[config.mk]
export PLATFORM = sky130hd
export DESIGN_NAME = neuron_param_store
export DESIGN_NICKNAME = d
export VERILOG_FILES = /design/src/rtl/neuron_param_store.sv
export SDC_FILE = /design/constraint.sdc
export NUM_CORES = 2
export LEC_CHECK = 0
export CORE_MARGIN = 3
export CORE_UTILIZATION = 40
export DETAILED_ROUTE_END_ITERATION = 8
export SYNTH_ARGS = -nofsm -noshare
export SYNTH_HDL_FRONTEND = slang
export SYNTH_SLANG_ARGS = --single-unit
[constraint.sdc]
create_clock -name clk -period 6.5 [get_ports clk]
set_input_delay 1.3 -clock clk [delete_from_list [all_inputs] [get_ports clk]]
set_output_delay 1.3 -clock clk [all_outputs]
set_load 0.05 [all_outputs]
[src/rtl/neuron_param_store.sv]
`default_nettype none
// ============================================================================
// Module   : neuron_param_store
// Purpose  : Izhikevich (a,b,c,d) constant store with two registered read
//            ports, masked writes, write-to-read bypass and an init sweep.
// Revision : 1.0
// ============================================================================
module neuron_param_store #(
    parameter int                  NUMWIDTH   = 16,
    parameter int                  NUMNEURONS = 8,
    parameter int                  TAGBITS    = 3,
    parameter logic [NUMWIDTH-1:0] DEF_A      = 16'h0005,
    parameter logic [NUMWIDTH-1:0] DEF_B      = 16'h0033,
    parameter logic [NUMWIDTH-1:0] DEF_C      = 16'hBF00,
    parameter logic [NUMWIDTH-1:0] DEF_D      = 16'h0800
) (
    input  logic                    clk,
    input  logic                    rst_n,
    input  logic                    clear_req,
    output logic                    init_busy,
    input  logic                    wr_en,
    input  logic [TAGBITS-1:0]      wr_tag,
    input  logic [3:0]              wr_mask,
    input  logic [4*NUMWIDTH-1:0]   wr_value,
    output logic                    wr_err,
    input  logic                    rd_en_a,
    input  logic [TAGBITS-1:0]      rd_tag_a,
    output logic [4*NUMWIDTH-1:0]   rd_value_a,
    output logic                    rd_valid_a,
    output logic                    rd_err_a,
    input  logic                    rd_en_b,
    input  logic [TAGBITS-1:0]      rd_tag_b,
    output logic [4*NUMWIDTH-1:0]   rd_value_b,
    output logic                    rd_valid_b,
    output logic                    rd_err_b
);

    localparam int                    c_entry_w  = 4 * NUMWIDTH;
    localparam logic [TAGBITS:0]      c_num      = NUMNEURONS[TAGBITS:0];
    localparam logic [TAGBITS-1:0]    c_last     = TAGBITS'(NUMNEURONS - 1);
    localparam logic [c_entry_w-1:0]  c_defaults = {DEF_A, DEF_B, DEF_C, DEF_D};

    typedef enum logic [0:0] {
        ST_INIT = 1'b0,
        ST_RUN  = 1'b1
    } state_t;

    state_t                 state_q, state_d;
    logic [TAGBITS-1:0]     ptr_q, ptr_d;
    logic                   wr_err_q, wr_err_d;
    logic [c_entry_w-1:0]   mem_q [NUMNEURONS];
    logic [c_entry_w-1:0]   mem_d [NUMNEURONS];
    logic [c_entry_w-1:0]   wr_old;
    logic [c_entry_w-1:0]   wr_merged;
    logic                   wr_ok;
    logic                   rd_en  [2];
    logic [TAGBITS-1:0]     rd_tag [2];

    function automatic logic in_range(input logic [TAGBITS-1:0] tag);
        return {1'b0, tag} < c_num;
    endfunction

    // Field 0 is d (LSBs), field 3 is a (MSBs); mask bit f selects field f.
    function automatic logic [c_entry_w-1:0] merge_fields(
        input logic [c_entry_w-1:0] old_val,
        input logic [c_entry_w-1:0] new_val,
        input logic [3:0]           mask
    );
        logic [c_entry_w-1:0] res;
        res = old_val;
        for (int f = 0; f < 4; f++) begin
            if (mask[f]) begin
                res[f*NUMWIDTH +: NUMWIDTH] = new_val[f*NUMWIDTH +: NUMWIDTH];
            end
        end
        return res;
    endfunction

    assign rd_en[0]  = rd_en_a;
    assign rd_en[1]  = rd_en_b;
    assign rd_tag[0] = rd_tag_a;
    assign rd_tag[1] = rd_tag_b;

    always_comb begin
        wr_old = '0;
        for (int i = 0; i < NUMNEURONS; i++) begin
            if (wr_tag == TAGBITS'(i)) begin
                wr_old = mem_q[i];
            end
        end
        wr_merged = merge_fields(wr_old, wr_value, wr_mask);
        wr_ok     = wr_en && (state_q == ST_RUN) && !clear_req && in_range(wr_tag);
    end

    always_comb begin
        state_d  = state_q;
        ptr_d    = ptr_q;
        mem_d    = mem_q;
        wr_err_d = wr_en && !wr_ok;
        case (state_q)
            ST_INIT: begin
                for (int i = 0; i < NUMNEURONS; i++) begin
                    if (ptr_q == TAGBITS'(i)) begin
                        mem_d[i] = c_defaults;
                    end
                end
                if (clear_req) begin
                    ptr_d = '0;
                end else if (ptr_q == c_last) begin
                    state_d = ST_RUN;
                    ptr_d   = '0;
                end else begin
                    ptr_d = ptr_q + TAGBITS'(1);
                end
            end
            ST_RUN: begin
                if (clear_req) begin
                    state_d = ST_INIT;
                    ptr_d   = '0;
                end else if (wr_ok) begin
                    for (int i = 0; i < NUMNEURONS; i++) begin
                        if (wr_tag == TAGBITS'(i)) begin
                            mem_d[i] = wr_merged;
                        end
                    end
                end
            end
            default: begin
                state_d = ST_INIT;
                ptr_d   = '0;
            end
        endcase
    end

    always_ff @(posedge clk or negedge rst_n) begin
        if (!rst_n) begin
            state_q  <= ST_INIT;
            ptr_q    <= '0;
            wr_err_q <= 1'b0;
        end else begin
            state_q  <= state_d;
            ptr_q    <= ptr_d;
            wr_err_q <= wr_err_d;
        end
    end

    // Contents are meaningless until the sweep completes, so no reset here.
    always_ff @(posedge clk) begin
        mem_q <= mem_d;
    end

    for (genvar p = 0; p < 2; p++) begin : g_rd_port
        logic [c_entry_w-1:0] entry;
        logic [c_entry_w-1:0] value_q, value_d;
        logic                 valid_q, valid_d;
        logic                 err_q, err_d;

        always_comb begin
            entry = '0;
            for (int i = 0; i < NUMNEURONS; i++) begin
                if (rd_tag[p] == TAGBITS'(i)) begin
                    entry = mem_q[i];
                end
            end
            value_d = value_q;
            valid_d = 1'b0;
            err_d   = 1'b0;
            if (rd_en[p]) begin
                if (state_q != ST_RUN) begin
                    value_d = '0;
                end else if (!in_range(rd_tag[p])) begin
                    valid_d = 1'b1;
                    err_d   = 1'b1;
                    value_d = '0;
                end else begin
                    valid_d = 1'b1;
                    value_d = (wr_ok && (wr_tag == rd_tag[p])) ? wr_merged : entry;
                end
            end
        end

        always_ff @(posedge clk or negedge rst_n) begin
            if (!rst_n) begin
                value_q <= '0;
                valid_q <= 1'b0;
                err_q   <= 1'b0;
            end else begin
                value_q <= value_d;
                valid_q <= valid_d;
                err_q   <= err_d;
            end
        end
    end

    assign init_busy  = (state_q == ST_INIT);
    assign wr_err     = wr_err_q;
    assign rd_value_a = g_rd_port[0].value_q;
    assign rd_valid_a = g_rd_port[0].valid_q;
    assign rd_err_a   = g_rd_port[0].err_q;
    assign rd_value_b = g_rd_port[1].value_q;
    assign rd_valid_b = g_rd_port[1].valid_q;
    assign rd_err_b   = g_rd_port[1].err_q;

endmodule
`default_nettype wire

==> results.md <==
* Highest metal used: met4
* PD cells at 256 nW/um^2
* Worst Setup Path Type: input pin to flop
* Core ar. at 87000 um^2
* Fin Hold WS at 486 ps
* Total GRT Usage at 32.1%
* Synth area leader: edfxtp_1
* Post-cts sizing count at 0
* Xor/xnor cell area share of the yosys netlist at 0.149%
* Metal1 wirelength at 53700 um
* Complex-gate fraction of the synthesized area at 22.2%
* Post-layout net count at 3223
* Vias in the first global route at 30700
* YS warnings at 0
* Layout cell share with drive strength beyond 1 at 12.7%
* Most common cell after layout, fill and taps aside: edfxtp_1
* Clk_skew at 21.4 ps
* Flop2flop setup slack at 3100 ps
* Reg power frac at 45.1%
* Post-synth EDFFs at 512
* Worst Hold Class: flop to flop
* Setup violators final at 0
* Internal power at 0.00765 W
* # hold bufs at CTS at 0
* GR Overflow Total at 0
* Initial antenna violation count at 2
* Die Y at 303 um
* Switching share of power at 26.8%
* Row count at 108
* Design Power at 0.0105 W
* P&R area growth vs syn at 16.1%
* Wire length on met3 at 21000 um
* Post-DRT Antenna Nets at 0
* Maximum VDD drop at 231 uV
* RR Startpoint: state_q
* Peak Freq at 214 MHz
* Drt first pass iters at 8
* Syn Inst Count at 3045
* TritonCTS clock tree: yes
* Post-layout minimum cycle time at 4680 ps
* I/O pins at 217
* Starting density of the core at 40.5%
* Hpwl dp at 85300 um
* Cell Area, Placed at 38400 um^2
* Least-Margin Pin Slew at 1380 ps
* Total wire length at 150000 um
* Worst R2R End: rd_value_b[23]
* R2R depth at 7
* Status: complete, no violations
* Clock network fraction of total power at 41.1%
* Post-synthesis cell type count at 70
* Post-synthesis mux area share at 12.7%
* Wire length per cell at 34.6 um
* Slew Viols, Final at 0
* Syn Std Cell Area at 35200 um^2
* Largest net degree at the start of global routing at 94
* Clock-pin slew on the worst setup and hold paths at 60 ps
* Kind of start point of the critical path: input pin
* Top_reg_cell synth: edfxtp_1
* H-tree depth at 3
* Yosys top cell area share at 43.6%
* RSZ-0062 raised after global routing: no
* Critical Path End Type: flop
* Leakage at 14.2 nW
* DRC at 0
* Met2 Wirelength at 66200 um
* Post-synth ARST share at 20.9%
* Via count at 30500
* Die ar. at 91700 um^2
* Syn_area_per_cell at 11.6 um^2
* Global-route wire length before repair at 214000 um
* Initial DRC Count at 4382
* Gate power share at 13.7%
* Critical Path Source: wr_tag[1]
* Fin crit share at 71.9%
* Area share of and/or/nand/nor cells after synthesis at 7.12%
* Max FO, Critical Path at 93
* CTS Buf Count at 72
* Max Root-Sink Buffers at 3
* WP data arrival at 4950 ps
* Critical Path Sink: mem_q[203]
* Register bit total from synthesis at 647
* Seq/Total Area, Yosys at 53.2%
* Slew margin rel. at 7.98%
* Port buffer count at 214
* Synth area leaders: edfxtp_1, dfrtp_1, mux2i_1, mux4_2, a21oi_1
* Design Area, Final at 40900 um^2
* Maxcap violations at 0
* CTS root buf: clkbuf_16
* Switching power at 0.00280 W
* Worst EP required at 6770 ps
* Final Wtd Congestion at 0.914
* Largest family of logic cells by synthesized area: compound AO/OA/AOI/OAI gates
* Post-synthesis adder-cell area fraction at 0.213%
* Most frequent cells in the layout: edfxtp_1, a21oi_1, o21ai_0
* Worst-Skew Late Latency at 630 ps
* Via density at 7.01
* Die X at 303 um
* Final hold violation count at 0
* CTS Sinks at 647
* Setup Buffers After CTS at 0
==> cells in the mapped netlist, types with 21 or more instances <==
cell,count
buf_2,109
o2bb2ai_1,50
a22o_1,69
a22oi_1,83
clkbuf_1,144
a21oi_1,306
mux4_2,77
o22ai_1,29
mux2i_1,192
and2_1,37
a221o_1,24
o211ai_1,67
a21o_1,21
nor2_1,186
nor2b_1,32
mux2_2,64
o21ai_0,253
dfrtp_1,135
inv_1,42
nand2_1,157
a32o_1,25
nand3_1,27
o21a_1,24
edfxtp_1,512
a221oi_1,70
nor3_1,40
==> metal layers <==
layer,vias up,track usage (%)
li1,12200,-
met1,15000,41.0
met2,2669,48.9
met3,685,9.32
met4,0,18.5
met5,-,0
==> stage by stage <==
step / utilization, % / worst slack [ps] / cells / setup TNS, ps
after floorplan: - / -1090 / 3046 / -267460
after global placement: 44.2 / 1560 / 4215 / 0
after detailed placement: 44.2 / 1440 / 4215 / 0
after CTS: 47.0 / 2090 / 4349 / 0
after global routing: 47.0 / 1920 / 4350 / 0
final: 47.0 / 1820 / 4350 / 0
==> worst min path at each step <==
stage / startpoint / endpoint / slack [ps] / depth (start not counted)
floorplan: ptr_q[1] / ptr_q[1] / 540 / 2
global placement: rd_value_b[47] / rd_value_b[47] / 480 / 1
detailed placement: rd_value_a[16] / rd_value_a[16] / 480 / 1
CTS: rd_value_a[16] / rd_value_a[16] / 490 / 1
global route: rd_value_b[36] / rd_value_b[36] / 510 / 1
finish: rd_value_a[16] / rd_value_a[16] / 490 / 1
==> cell families (layout without fill, tap and decap cells) <==
group                      after synthesis  count (layout)
AOI/OAI and AO/OA                     1168            1168
xor gates and xnor gates                 6               6
adders and majority gates                6               6
buffers and inverters                  340             488
DFF                                    647             647
muxes                                  337             337
other                                    1               3
and+or+nand+nor                        540             540
==> power groups by stage <==
stage,combinational [W],clock (W),sequential (W)
after CTS,0.00138,0.00432,0.00471
after global placement,0.00136,0,0.00479
final,0.00144,0.00430,0.00472
after floorplan,0.000822,0,0.00480
after detailed placement,0.00138,0,0.00479
after global routing,0.00148,0.00449,0.00473
==> registers in the layout, indices dropped and copies added, names as in the netlist <==
name	flops
wr_err	1
rd_value_a	64
ptr_q	3
rd_valid_b	1
state_q	1
rd_valid_a	1
rd_value_b	64
mem_q	512
==> critical path, stage by stage <==
cell and delay (ps):
buf_6 660, nand2_2 1050, a21oi_1 390, nor2_1 80
a221oi_1 910, nand2_1 370
==> final cells by class <==
cell class                 count  area, um^2
fill                        7761       46100
sequential                   647       18800
clock buffer                 105        2100
clock inverter                29         349
inverter                      49         185
antenna                        1        2.50
tap                         1155        1450
multi-input combinational   2059       15200
timing repair buffer         305        2860
No activity file was read; power rests on OpenSTA's default activity.
